### src/rtl/pattern_history_predictor.sv
// Pattern history predictor: hashes PC index with local history into a table of 2-bit
// saturating counters. Prediction is one cycle after lookup; resolved branches retrain.
module pattern_history_predictor #(
  parameter int         IDX_BITS   = 8,
  parameter int         HIST_BITS  = 8,
  parameter logic [1:0] INIT_STATE = 2'b01
) (
  input  logic        clk,
  input  logic        reset,
  output logic        ready,
  input  logic        lookup_valid,
  input  logic [8:0]  lookup_index,
  input  logic [15:0] lookup_history,
  output logic        pred_valid,
  output logic        pred_taken,
  output logic [1:0]  pred_counter,
  input  logic        update_valid,
  input  logic [8:0]  update_index,
  input  logic [15:0] update_history,
  input  logic        update_taken
);

  localparam int DEPTH = 1 << IDX_BITS;

  localparam logic [0:0] ST_INIT = 1'b0;
  localparam logic [0:0] ST_RUN  = 1'b1;

  logic [0:0]          state;
  logic [IDX_BITS-1:0] ptr;
  logic [1:0]          ctr_mem [DEPTH];

  logic [IDX_BITS-1:0] lk_entry;
  logic [IDX_BITS-1:0] up_entry;
  logic [1:0]          up_cur;
  logic [1:0]          up_next;
  logic [1:0]          lk_cur;
  logic [1:0]          lk_bypassed;
  logic                run;
  logic                wr_en;
  logic [IDX_BITS-1:0] wr_addr;
  logic [1:0]          wr_dat;
  logic                unused_bits;

  assign unused_bits = ^{lookup_index, lookup_history, update_index, update_history};

  assign lk_entry = lookup_index[IDX_BITS-1:0] ^ IDX_BITS'(lookup_history[HIST_BITS-1:0]);
  assign up_entry = update_index[IDX_BITS-1:0] ^ IDX_BITS'(update_history[HIST_BITS-1:0]);

  assign run    = (state == ST_RUN);
  assign ready  = run;
  assign up_cur = ctr_mem[up_entry];
  assign lk_cur = ctr_mem[lk_entry];

  always_comb begin
    up_next = up_cur;
    if (update_taken) begin
      if (up_cur != 2'b11) up_next = up_cur + 2'b01;
    end else begin
      if (up_cur != 2'b00) up_next = up_cur - 2'b01;
    end
  end

  // A same-entry update in the lookup cycle must be visible in the prediction.
  always_comb begin
    lk_bypassed = lk_cur;
    if (update_valid && (up_entry == lk_entry)) lk_bypassed = up_next;
  end

  // Single write port: the init sweep owns it in INIT, training owns it in RUN.
  always_comb begin
    wr_en   = 1'b0;
    wr_addr = ptr;
    wr_dat  = INIT_STATE;
    if (!run) begin
      wr_en = 1'b1;
    end else if (update_valid) begin
      wr_en   = 1'b1;
      wr_addr = up_entry;
      wr_dat  = up_next;
    end
  end

  always_ff @(posedge clk) begin
    if (wr_en) ctr_mem[wr_addr] <= wr_dat;
  end

  always_ff @(posedge clk or posedge reset) begin
    if (reset) begin
      state <= ST_INIT;
      ptr   <= '0;
    end else if (state == ST_INIT) begin
      ptr <= ptr + 1'b1;
      if (ptr == {IDX_BITS{1'b1}}) state <= ST_RUN;
    end
  end

  always_ff @(posedge clk or posedge reset) begin
    if (reset) begin
      pred_valid   <= 1'b0;
      pred_taken   <= 1'b0;
      pred_counter <= 2'b00;
    end else begin
      pred_valid <= run && lookup_valid;
      if (run && lookup_valid) begin
        pred_counter <= lk_bypassed;
        pred_taken   <= lk_bypassed[1];
      end
    end
  end

endmodule

### config.mk
export PLATFORM = sky130hd
export DESIGN_NAME = pattern_history_predictor
export DESIGN_NICKNAME = d
export VERILOG_FILES = /design/src/rtl/pattern_history_predictor.sv
export SDC_FILE = /design/constraint.sdc
export NUM_CORES = 1
export LEC_CHECK = 0
export BUFFER_PORTS_ARGS = -buffer_cell sky130_fd_sc_hd__buf_4
export CELL_PAD_IN_SITES_DETAIL_PLACEMENT = 0
export CELL_PAD_IN_SITES_GLOBAL_PLACEMENT = 1
export CORE_MARGIN = 1
export CORE_UTILIZATION = 35
export CTS_CLUSTER_DIAMETER = 60
export CTS_CLUSTER_SIZE = 14
export DETAILED_ROUTE_END_ITERATION = 8
export PLACE_DENSITY = 0.64
export SLEW_MARGIN = 0
export SYNTH_ARGS = -nofsm -noshare
export SYNTH_HDL_FRONTEND = slang
export SYNTH_SLANG_ARGS = --single-unit
### constraint.sdc
create_clock -name clk -period 9.2 [get_ports clk]
set_input_delay 1.84 -clock clk [delete_from_list [all_inputs] [get_ports clk]]
set_output_delay 1.84 -clock clk [all_outputs]
set_load 0.01 [all_outputs]
==> impl_metrics.env <==
export IMPL_ant_nets=0
export IMPL_synth_flop_cell="edfxtp_1"
export IMPL_tns_ps=0
export IMPL_path_buf_inv=4
export IMPL_io_pins=60
export IMPL_critPathKind="in -> reg"
export IMPL_ys_types=57
export IMPL_synth_fa_ha_area_frac=0.000480
export IMPL_dp_cells=2645
export IMPL_r2r_cells=9
export IMPL_placed_area_um2=27500
export IMPL_min_period_ps=6130
export IMPL_drc_errors=3
export IMPL_cts_hold_buf=0
export IMPL_synth_top_family_by_area="multiplexers"
export IMPL_p_leak_nw=8.93
export IMPL_synth_area_um2=26100
export IMPL_ir_drop_v=0.000121
export IMPL_synth_simple_area_share=0.0742
export IMPL_crit_path_start_kind="input port"
export IMPL_cp_top_family="simple AND/OR/NAND/NOR gates"
export IMPL_grt_max_degree=165
export IMPL_slew_viol_final=0
export IMPL_syn_nets=1768
export IMPL_stdcell_area_um2=29000
export IMPL_slew_headroom=0.335
export IMPL_finalSetupViolations=0
export IMPL_start_util=0.355
export IMPL_avgSynthCellArea_um2=15.2
export IMPL_vias=16400
export IMPL_area_growth_pct=11.3
export IMPL_p_int_mw=3.89
export IMPL_sw_frac_of_total=0.246
export IMPL_clock_path_buffers=3
export IMPL_slowest_delay_ps=840
export IMPL_initialDrtViolationCount=2156
export IMPL_gp_congestion=0.884
export IMPL_track_usage=0.215
export IMPL_post_place_ws_ps=2650
export IMPL_cts_htree_levels=2
export IMPL_cap_violations=0
export IMPL_die_h_um=275
export IMPL_muxShareOfSynthArea=0.230
export IMPL_power_frac_clock=0.392
export IMPL_fin_skew_ps=14.1
export IMPL_dr_pass1_iters=9
export IMPL_critPathCapture="ctr_mem[139][0]"
export IMPL_cp_arrival_ps=6420
export IMPL_r2r_end="ctr_mem[139][0]"
export IMPL_outcome="finished with violations"
export IMPL_dp_hpwl_um=49700
export IMPL_row_count=99
export IMPL_violations="DRC"
export IMPL_vias_per_cell=6.04
export IMPL_clk_pin_slew_worst_paths_ps=60
export IMPL_dieArea_um2=75600
export IMPL_cts_tree="built"
export IMPL_post_cts_setup_buffers=0
export IMPL_hp_class="reg -> reg"
export IMPL_fin_nets=1793
export IMPL_gr_total_overflow=0
export IMPL_fmax_mhz=163
export IMPL_coreArea_um2=73300
export IMPL_numCtsBuffers=49
export IMPL_wl_per_cell_um=29.7
export IMPL_num_antenna_cells=0
export IMPL_p_seq_frac=0.500
export IMPL_async_reset_ff_frac=0.0229
export IMPL_die_w_um=275
export IMPL_synth_xor_area_frac=0.0150
export IMPL_worstSetupPathDepth=13
export IMPL_seq_area_frac_synth=0.601
export IMPL_cts_root_buf="clkbuf_16"
export IMPL_rsz0062_at_grt="false"
export IMPL_combPwrFrac=0.108
export IMPL_insertion_delay_ps=610
export IMPL_rrSetupSlack_ps=5080
export IMPL_hold_viol=0
export IMPL_syn_inst=1712
export IMPL_crit_fanout=68
export IMPL_layout_drive_gt1_share=0.207
export IMPL_port_buffers=41
export IMPL_cp_cell_sequence="buf_4 > xor2_2 > buf_4 > nand3_1 > buf_4 > o22ai_1 > nor4_1 > o22ai_1 > nor4_1 > nor4_4 > o21ai_1 > nand2_4 > buf_4"
export IMPL_grt_pass1_vias=16400
export IMPL_power_per_cell_area_nw_per_um2=178
export IMPL_cp_startpoint="update_history[2]"
export IMPL_synth_warnings=0
export IMPL_crit_top_cell="buf_4"
export IMPL_wirelength_um=80800
export IMPL_worst_slew_pin_slew_ps=991
export IMPL_cp_required_ps=9490
export IMPL_antenna_found_initial=4
export IMPL_slowest_stage="nor4_1"
export IMPL_synth_seq_cells=524
export IMPL_stdcell_count=2718
export IMPL_synth_edf_count=512
export IMPL_utilization=0.396
export IMPL_cts_sinks=524
export IMPL_finalWorstSetupSlack_ps=3070
export IMPL_crit_path_end_kind="flip-flop"
export IMPL_timing_rr_start="ctr_mem[109][1]"
export IMPL_post_cts_resized=0
export IMPL_p_sw_mw=1.27
export IMPL_grt_pass1_wl_um=116000
export IMPL_min_path_cells=1
export IMPL_timing_final_crit_share=0.666
export IMPL_synth_compound_area_frac=0.0504
-- sequential cells by signal, indices dropped and copies added, names as in the netlist --
signal        count
pred_valid        1
ready             1
ctr_mem         512
pred_taken        1
ptr               8
pred_counter      1
-- power groups by stage --
stage / registers [mW] / logic [mW] / clock network (mW)
finish: 2.58 / 0.556 / 2.02
floorplan: 2.63 / 0.363 / 0
CTS: 2.58 / 0.550 / 2.06
global route: 2.58 / 0.575 / 2.13
global placement: 2.63 / 0.550 / 0
detailed placement: 2.63 / 0.549 / 0
-- metal layers --
| layer | part of all wire | vias up | global-route usage |
|---|---|---|---|
| li1 | - | 6888 | - |
| met1 | 0.42 | 8603 | 0.301 |
| met2 | 0.47 | 784 | 0.344 |
| met3 | 0.084 | 131 | 0.0341 |
| met4 | 0.031 | 2 | 0.0696 |
| met5 | 0.00017 | - | 0 |
-- layout by cell type, fill, tap and decap left out, types with 25 or more instances in the layout --
master	n
edfxtp_1	512
nor2_1	283
mux4_2	177
mux2i_1	166
nand2_1	93
o22ai_1	89
buf_4	85
clkbuf_16	51
a22oi_1	27
nor4_1	25
-- synthesized netlist by cell type, types with 14 or more instances --
cell	instances	area, um2
a21oi_1	25	125
nor4_1	25	156
nand2_1	98	368
buf_4	15	113
a22oi_1	27	203
mux2i_1	166	1660
buf_2	17	85.1
o22ai_1	89	557
mux4_2	177	3990
nand3_1	24	120
nor2_1	285	1070
clkbuf_1	60	225
xnor2_1	27	236
edfxtp_1	512	15400
xor2_1	14	123
-- cells by family (layout without fill, tap and decap cells) --
family | Yosys count | in the layout
AOI/OAI and AO/OA | 199 | 199
muxes | 359 | 359
adders and majority gates | 1 | 1
buffers and inverters | 122 | 169
DFF | 524 | 524
xor gates and xnor gates | 43 | 43
and+or+nand+nor | 464 | 464
-- cell type report --
class                      instances  area [um2]
fill                            6784       44300
timing repair buffer              93         798
sequential                       524       15700
multi-input combinational       1066        9810
clock buffer                      53        1280
tap                              959        1200
inverter                           3        11.3
clock inverter                    20         235
-- stage by stage --
step | power, mW | hold slack (ps)
finish | 5.16 | 509
CTS | 5.19 | 508
detailed placement | 3.18 | 498
global route | 5.28 | 520
floorplan | 2.99 | 455
global placement | 3.18 | 487
-- worst min-delay path by stage --
stage               endpoint  startpoint  slack (ps)
floorplan             ptr[6]      ptr[6]         460
global placement      ptr[6]      ptr[6]         490
detailed placement    ptr[4]      ptr[4]         500
CTS                   ptr[6]      ptr[6]         510
global route          ptr[4]      ptr[4]         520
finish                ptr[7]      ptr[7]         510
Note: power is estimated with default switching activity, not from simulation.
